===== src/rtl/setup_stream_ctrl.sv =====
// setup_stream_ctrl
//   Front end of the descriptor trace path. Collects an 8-byte SETUP packet
//   one byte per transfer, decodes bRequest/wLength and, for GET_DESCRIPTOR
//   (bRequest = 8'h06), walks the bit index `select` over the requested
//   descriptor bits under a valid/ready handshake.
//
// Ports
//   clk, reset          rising-edge clock, asynchronous active-high reset
//   byte_in/byte_valid  SETUP byte stream in; byte_ready high in IDLE/COLLECT
//   bRequest, wLength   captured SETUP fields (wLength little-endian)
//   select, bit_valid   bit index handed downstream; bit_ready consumes it
//   busy                state is not IDLE
//   done                one-cycle pulse after the final bit handshake
//   stall               one-cycle pulse on a rejected SETUP
//
// Configuration
//   SETUP_STALL_EN      when defined, stall pulses on rejection; otherwise
//                       stall is tied low and rejection silently returns to IDLE.
module setup_stream_ctrl #(
    parameter int DESC_BITS = 256
) (
    input  logic        clk,
    input  logic        reset,
    input  logic [7:0]  byte_in,
    input  logic        byte_valid,
    output logic        byte_ready,
    output logic [7:0]  bRequest,
    output logic [15:0] wLength,
    output logic [8:0]  select,
    output logic        bit_valid,
    input  logic        bit_ready,
    output logic        busy,
    output logic        done,
    output logic        stall
);

    typedef enum logic [2:0] {
        S_IDLE,
        S_COLLECT,
        S_DECIDE,
        S_STREAM,
        S_DONE
    } state_t;

    localparam logic [16:0] MAX_BYTES = 17'(DESC_BITS / 8);
    localparam logic [7:0]  GET_DESC  = 8'h06;

    state_t      state_q, state_d;
    logic [2:0]  byte_cnt_q, byte_cnt_d;
    logic [7:0]  breq_q, breq_d;
    logic [15:0] wlen_q, wlen_d;
    logic [8:0]  select_q, select_d;

    logic        byte_xfer;
    logic [16:0] len_bytes;
    logic [16:0] len_bits;
    logic [16:0] last_sel;
    logic        reject;

    assign byte_xfer = byte_valid && byte_ready;

    // Clamp in 17 bits before scaling so wLength = 16'hFFFF cannot overflow.
    // wLength is stable for the whole stream, so this is valid in STREAM too.
    always_comb begin
        len_bytes = ({1'b0, wlen_q} > MAX_BYTES) ? MAX_BYTES : {1'b0, wlen_q};
        len_bits  = len_bytes << 3;
        last_sel  = len_bits - 17'd1;
    end

    assign reject = (breq_q != GET_DESC) || (wlen_q == 16'd0);

    always_comb begin
        state_d    = state_q;
        byte_cnt_d = byte_cnt_q;
        breq_d     = breq_q;
        wlen_d     = wlen_q;
        select_d   = select_q;
        case (state_q)
            S_IDLE: begin
                // Byte 0 (bmRequestType) plays no part in the decode.
                if (byte_xfer) begin
                    byte_cnt_d = 3'd1;
                    state_d    = S_COLLECT;
                end
            end
            S_COLLECT: begin
                if (byte_xfer) begin
                    byte_cnt_d = byte_cnt_q + 3'd1;
                    case (byte_cnt_q)
                        3'd1:    breq_d = byte_in;
                        3'd6:    wlen_d[7:0]  = byte_in;
                        3'd7:    wlen_d[15:8] = byte_in;
                        default: ;
                    endcase
                    if (byte_cnt_q == 3'd7) state_d = S_DECIDE;
                end
            end
            S_DECIDE: begin
                if (reject) begin
                    state_d = S_IDLE;
                end else begin
                    state_d  = S_STREAM;
                    select_d = 9'd0;
                end
            end
            S_STREAM: begin
                if (bit_ready) begin
                    if ({8'd0, select_q} == last_sel) state_d  = S_DONE;
                    else                              select_d = select_q + 9'd1;
                end
            end
            S_DONE:  state_d = S_IDLE;
            default: state_d = S_IDLE;
        endcase
    end

    always_ff @(posedge clk or posedge reset) begin
        if (reset) begin
            state_q    <= S_IDLE;
            byte_cnt_q <= 3'd0;
            breq_q     <= 8'd0;
            wlen_q     <= 16'd0;
            select_q   <= 9'd0;
        end else begin
            state_q    <= state_d;
            byte_cnt_q <= byte_cnt_d;
            breq_q     <= breq_d;
            wlen_q     <= wlen_d;
            select_q   <= select_d;
        end
    end

`ifdef SETUP_STALL_EN
    logic stall_q, stall_d;

    // Registered so the pulse lands in the cycle after DECIDE.
    always_comb begin
        stall_d = (state_q == S_DECIDE) && reject;
    end

    always_ff @(posedge clk or posedge reset) begin
        if (reset) stall_q <= 1'b0;
        else       stall_q <= stall_d;
    end

    assign stall = stall_q;
`else
    assign stall = 1'b0;
`endif

    assign byte_ready = (state_q == S_IDLE) || (state_q == S_COLLECT);
    assign bit_valid  = (state_q == S_STREAM);
    assign busy       = (state_q != S_IDLE);
    assign done       = (state_q == S_DONE);
    assign bRequest   = breq_q;
    assign wLength    = wlen_q;
    assign select     = select_q;

endmodule


===== config.mk =====
export PLATFORM = sky130hd
export DESIGN_NAME = setup_stream_ctrl
export DESIGN_NICKNAME = d
export VERILOG_FILES = /design/src/rtl/setup_stream_ctrl.sv
export SDC_FILE = /design/constraint.sdc
export NUM_CORES = 1
export LEC_CHECK = 0
export ABC_AREA = 0
export BUFFER_PORTS_ARGS = -buffer_cell sky130_fd_sc_hd__buf_2
export CAP_MARGIN = 40
export CORE_AREA = 2 2 56 79
export CTS_CLUSTER_SIZE = 20
export DETAILED_ROUTE_END_ITERATION = 8
export DIE_AREA = 0 0 58 81
export MAX_ROUTING_LAYER = met4
export PLACE_DENSITY = 0.89
export SETUP_SLACK_MARGIN = 0.1
export SLEW_MARGIN = 0
export SYNTH_ARGS = -nofsm -noshare
export SYNTH_HDL_FRONTEND = slang
export SYNTH_SLANG_ARGS = --single-unit

===== constraint.sdc =====
create_clock -name clk -period 6.7 [get_ports clk]
set_input_delay 0.67 -clock clk [delete_from_list [all_inputs] [get_ports clk]]
set_output_delay 0.67 -clock clk [all_outputs]
set_load 0.02 [all_outputs]

==> summary.txt <==
Status
  – Status: completed

Finish
  – P&R area growth vs syn: 16.55%
  – Final Non-Filler Cells: 299
  – Most common cell after layout, fill and taps aside: buf_2
  – Share of cells above drive strength 1: 0.3543
  – Ant diodes: 0
  – Commonest cells after routing, fill and taps aside: buf_2, dfrtp_1, mux2_2, nand2_1, nor2_1
  – Layout net count: 272

Global route
  – Total gr overflow: 0
  – GRT Resource Usage Total: 0.2564
  – Initial antenna violation count: 0
  – Largest net degree at the start of global routing: 40
  – Vias in the first global route: 1793
  – Global-route wire length before repair: 8804 um

STA
  – Tmin final: 3.427 ns
  – Final Hold Slack: 0.4743 ns
  – Final setup fails: 0
  – Max-slew violations: 0
  – Setup TNS: 0 ns
  – Final Skew: 0.008924 ns
  – Period utilization: 0.5115
  – Final hold viol count: 0
  – Fmax: 291.8 MHz
  – RSZ-0062 raised after global routing: false

Clock tree
  – # hold bufs at CTS: 0
  – Post-CTS sizing: 0
  – Clock-pin slew on the worst setup and hold paths: 0.08 ns
  – Clk sinks: 39
  – CTS tree: yes
  – H-tree depth: 2
  – Post-CTS Setup Bufs: 0
  – CTS Buf Count: 5
  – Skew-Pair Late Insertion Delay: 0.30 ns
  – Clk buf depth: 2
  – Clk root buf: clkbuf_8

Power
  – PD cells: 476.2 mW/mm^2
  – Gate power share: 0.466
  – Peak VDD IR: 0.0003967 V
  – Leak: 1.185 nW
  – Net Switching: 0.5592 mW
  – Flop pwr share: 0.380
  – Clock power frac: 0.154
  – Sw frac: 0.4486
  – Int Pwr: 0.6873 mW

Synthesis
  – Mapped Nets: 224
  – Post-Synthesis Cells: 206
  – Most area-hungry cell type in the Yosys netlist: dfrtp_1
  – Synth Cell Area: 0.002246 mm^2
  – Main flop type after synthesis: dfrtp_1
  – Syn Area/Cell: 10.90 um^2
  – Sequential share of the synthesized area: 0.4345
  – Yosys reg bits: 39
  – Asr flop ratio synth: 1.000
  – Synth area leaders: dfrtp_1, mux2_2, nand2_1
  – Yosys top cell area share: 0.4345
  – Ys Warns: 0
  – Yosys cell types: 50
  – Post-synth EDFFs: 0

Placed design
  – Inst Count DP: 292
  – PortBufs: 48
  – GPL Wtd Cong: 0.9195
  – Post-DP HPWL: 3975 um

Route
  – Vias per cell: 6.104
  – DR iter-0 viols: 32
  – Final WL: 5279 um
  – Via count: 1825
  – Total iterations of the first detailed-routing run: 4
  – DR DRC count: 0
  – Routed WL per cell: 17.66 um
  – Post-route ant nets: 0

Critical path
  – Crit path launch type: flop
  – Worst Path Max Fanout: 8
  – R2R setup slack: 3.27 ns
  – CP Data Required Time: 6.89 ns
  – Crit Path Category: reg -> reg
  – CP Capture Type: flop
  – Crit path DAT: 3.62 ns

Floorplanning
  – Die height: 81 um
  – Ports: 50
  – Initial Util: 0.5526
  – Core Box Area: 0.004064 mm^2
  – Die Wd: 58 um
  – Site Rows: 28
  – Die ar.: 0.004698 mm^2

Hold path
  – Hold crit path type: in -> async

Flow run
  – Max Cap Violations: 0
metal layers:
metal	part of all wire	global-route usage
met2	0.55	0.4409
met4	0.027	0.1279
met1	0.37	0.2760
met5	0	-
met3	0.051	0.05573
cell type report:
type	instances	area (um^2)
well taps	45	56.30
repair buffers	49	247.7
inverters	6	22.52
clock inverters	2	37.54
multi-input cells	153	1209
flip-flops and latches	39	975.9
fillers	315	1446
clock buffers	5	68.82
cells in the mapped netlist (2+ instances only):
| cell | instances |
|---|---|
| a2111o_1 | 2 |
| a2111oi_1 | 2 |
| a211oi_1 | 3 |
| a21oi_1 | 7 |
| a221o_1 | 3 |
| a31oi_1 | 3 |
| and2_1 | 3 |
| and3_1 | 2 |
| buf_2 | 2 |
| clkbuf_1 | 3 |
| clkbuf_2 | 2 |
| dfrtp_1 | 39 |
| ha_1 | 6 |
| inv_1 | 6 |
| mux2_2 | 24 |
| mux2i_1 | 7 |
| nand2_1 | 21 |
| nand2b_1 | 4 |
| nand3_1 | 4 |
| nand3b_1 | 3 |
| nand4_1 | 5 |
| nor2_1 | 14 |
| nor3_1 | 3 |
| nor3b_1 | 2 |
| nor4_4 | 2 |
| nor4bb_1 | 2 |
| o21ai_0 | 6 |
| o21ai_1 | 2 |
| xnor2_1 | 2 |
| xor2_1 | 2 |
power groups by stage:
| stage | clock (mW) | sequential, mW | combinational, mW |
|---|---|---|---|
| final | 0.192 | 0.473 | 0.581 |
| after global routing | 0.204 | 0.491 | 0.632 |
| after CTS | 0.195 | 0.472 | 0.586 |
| after detailed placement | 0 | 0.476 | 0.581 |
| after global placement | 0 | 0.467 | 0.564 |
| after floorplan | 0 | 0.539 | 0.337 |
final timing paths:
path                                           start                   endpoint  cells after the start
setup / recovery             wLength[12]$_DFFE_PP0P_      select[5]$_DFFE_PP0P_                     10
hold / removal                                 reset  byte_cnt_q[1]$_DFFE_PP0P_                      3
setup reg to reg             wLength[12]$_DFFE_PP0P_      select[5]$_DFFE_PP0P_                     10
hold reg to reg            byte_cnt_q[2]$_DFFE_PP0P_  byte_cnt_q[2]$_DFFE_PP0P_                      2
max in group asynchronous                      reset      select[1]$_DFFE_PP0P_                      3
min in group clk           byte_cnt_q[2]$_DFFE_PP0P_  byte_cnt_q[2]$_DFFE_PP0P_                      2
cell families (layout without fill, tap and decap cells):
logic type               after synthesis  after routing  share of synthesized area
AO/OA/AOI/OAI                         38             38                     0.1426
AND/OR/NAND/NOR                       72             72                     0.1866
XOR/XNOR                               4              4                    0.01560
buffers and inverters                 14             62                    0.02730
multiplexers                          32             32                     0.1582
other                                  1              1                   0.001670
flip-flops                            39             39                     0.4345
adder cells (fa/ha/maj)                6              6                    0.03343
critical path: stages (launching register included):
cell	delay, ns
dfrtp_1	0.43
nor4_4	0.38
and4b_1	0.38
nand2_1	0.09
ha_1	0.28
xnor2_1	0.36
nand3_1	0.12
a211o_1	0.34
a221oi_4	0.48
a2111oi_2	0.14
mux2_4	0.31
through the flow:
step	setup WS [ns]	total power, mW	instance area, um^2	util
detailed placement	3.312	1.057	2511	0.6179
global route	3.062	1.328	2618	0.6441
CTS	3.268	1.253	2618	0.6441
global placement	3.500	1.030	2511	0.6179
floorplan	3.553	0.8755	2246	-
finish	3.273	1.246	2618	0.6441
flip-flops by register name, indices dropped and copies added (netlist names):
name        count
select          9
state_q         3
byte_cnt_q      3
wLength        16
bRequest        8
Note: power is estimated with default switching activity, not from simulation.
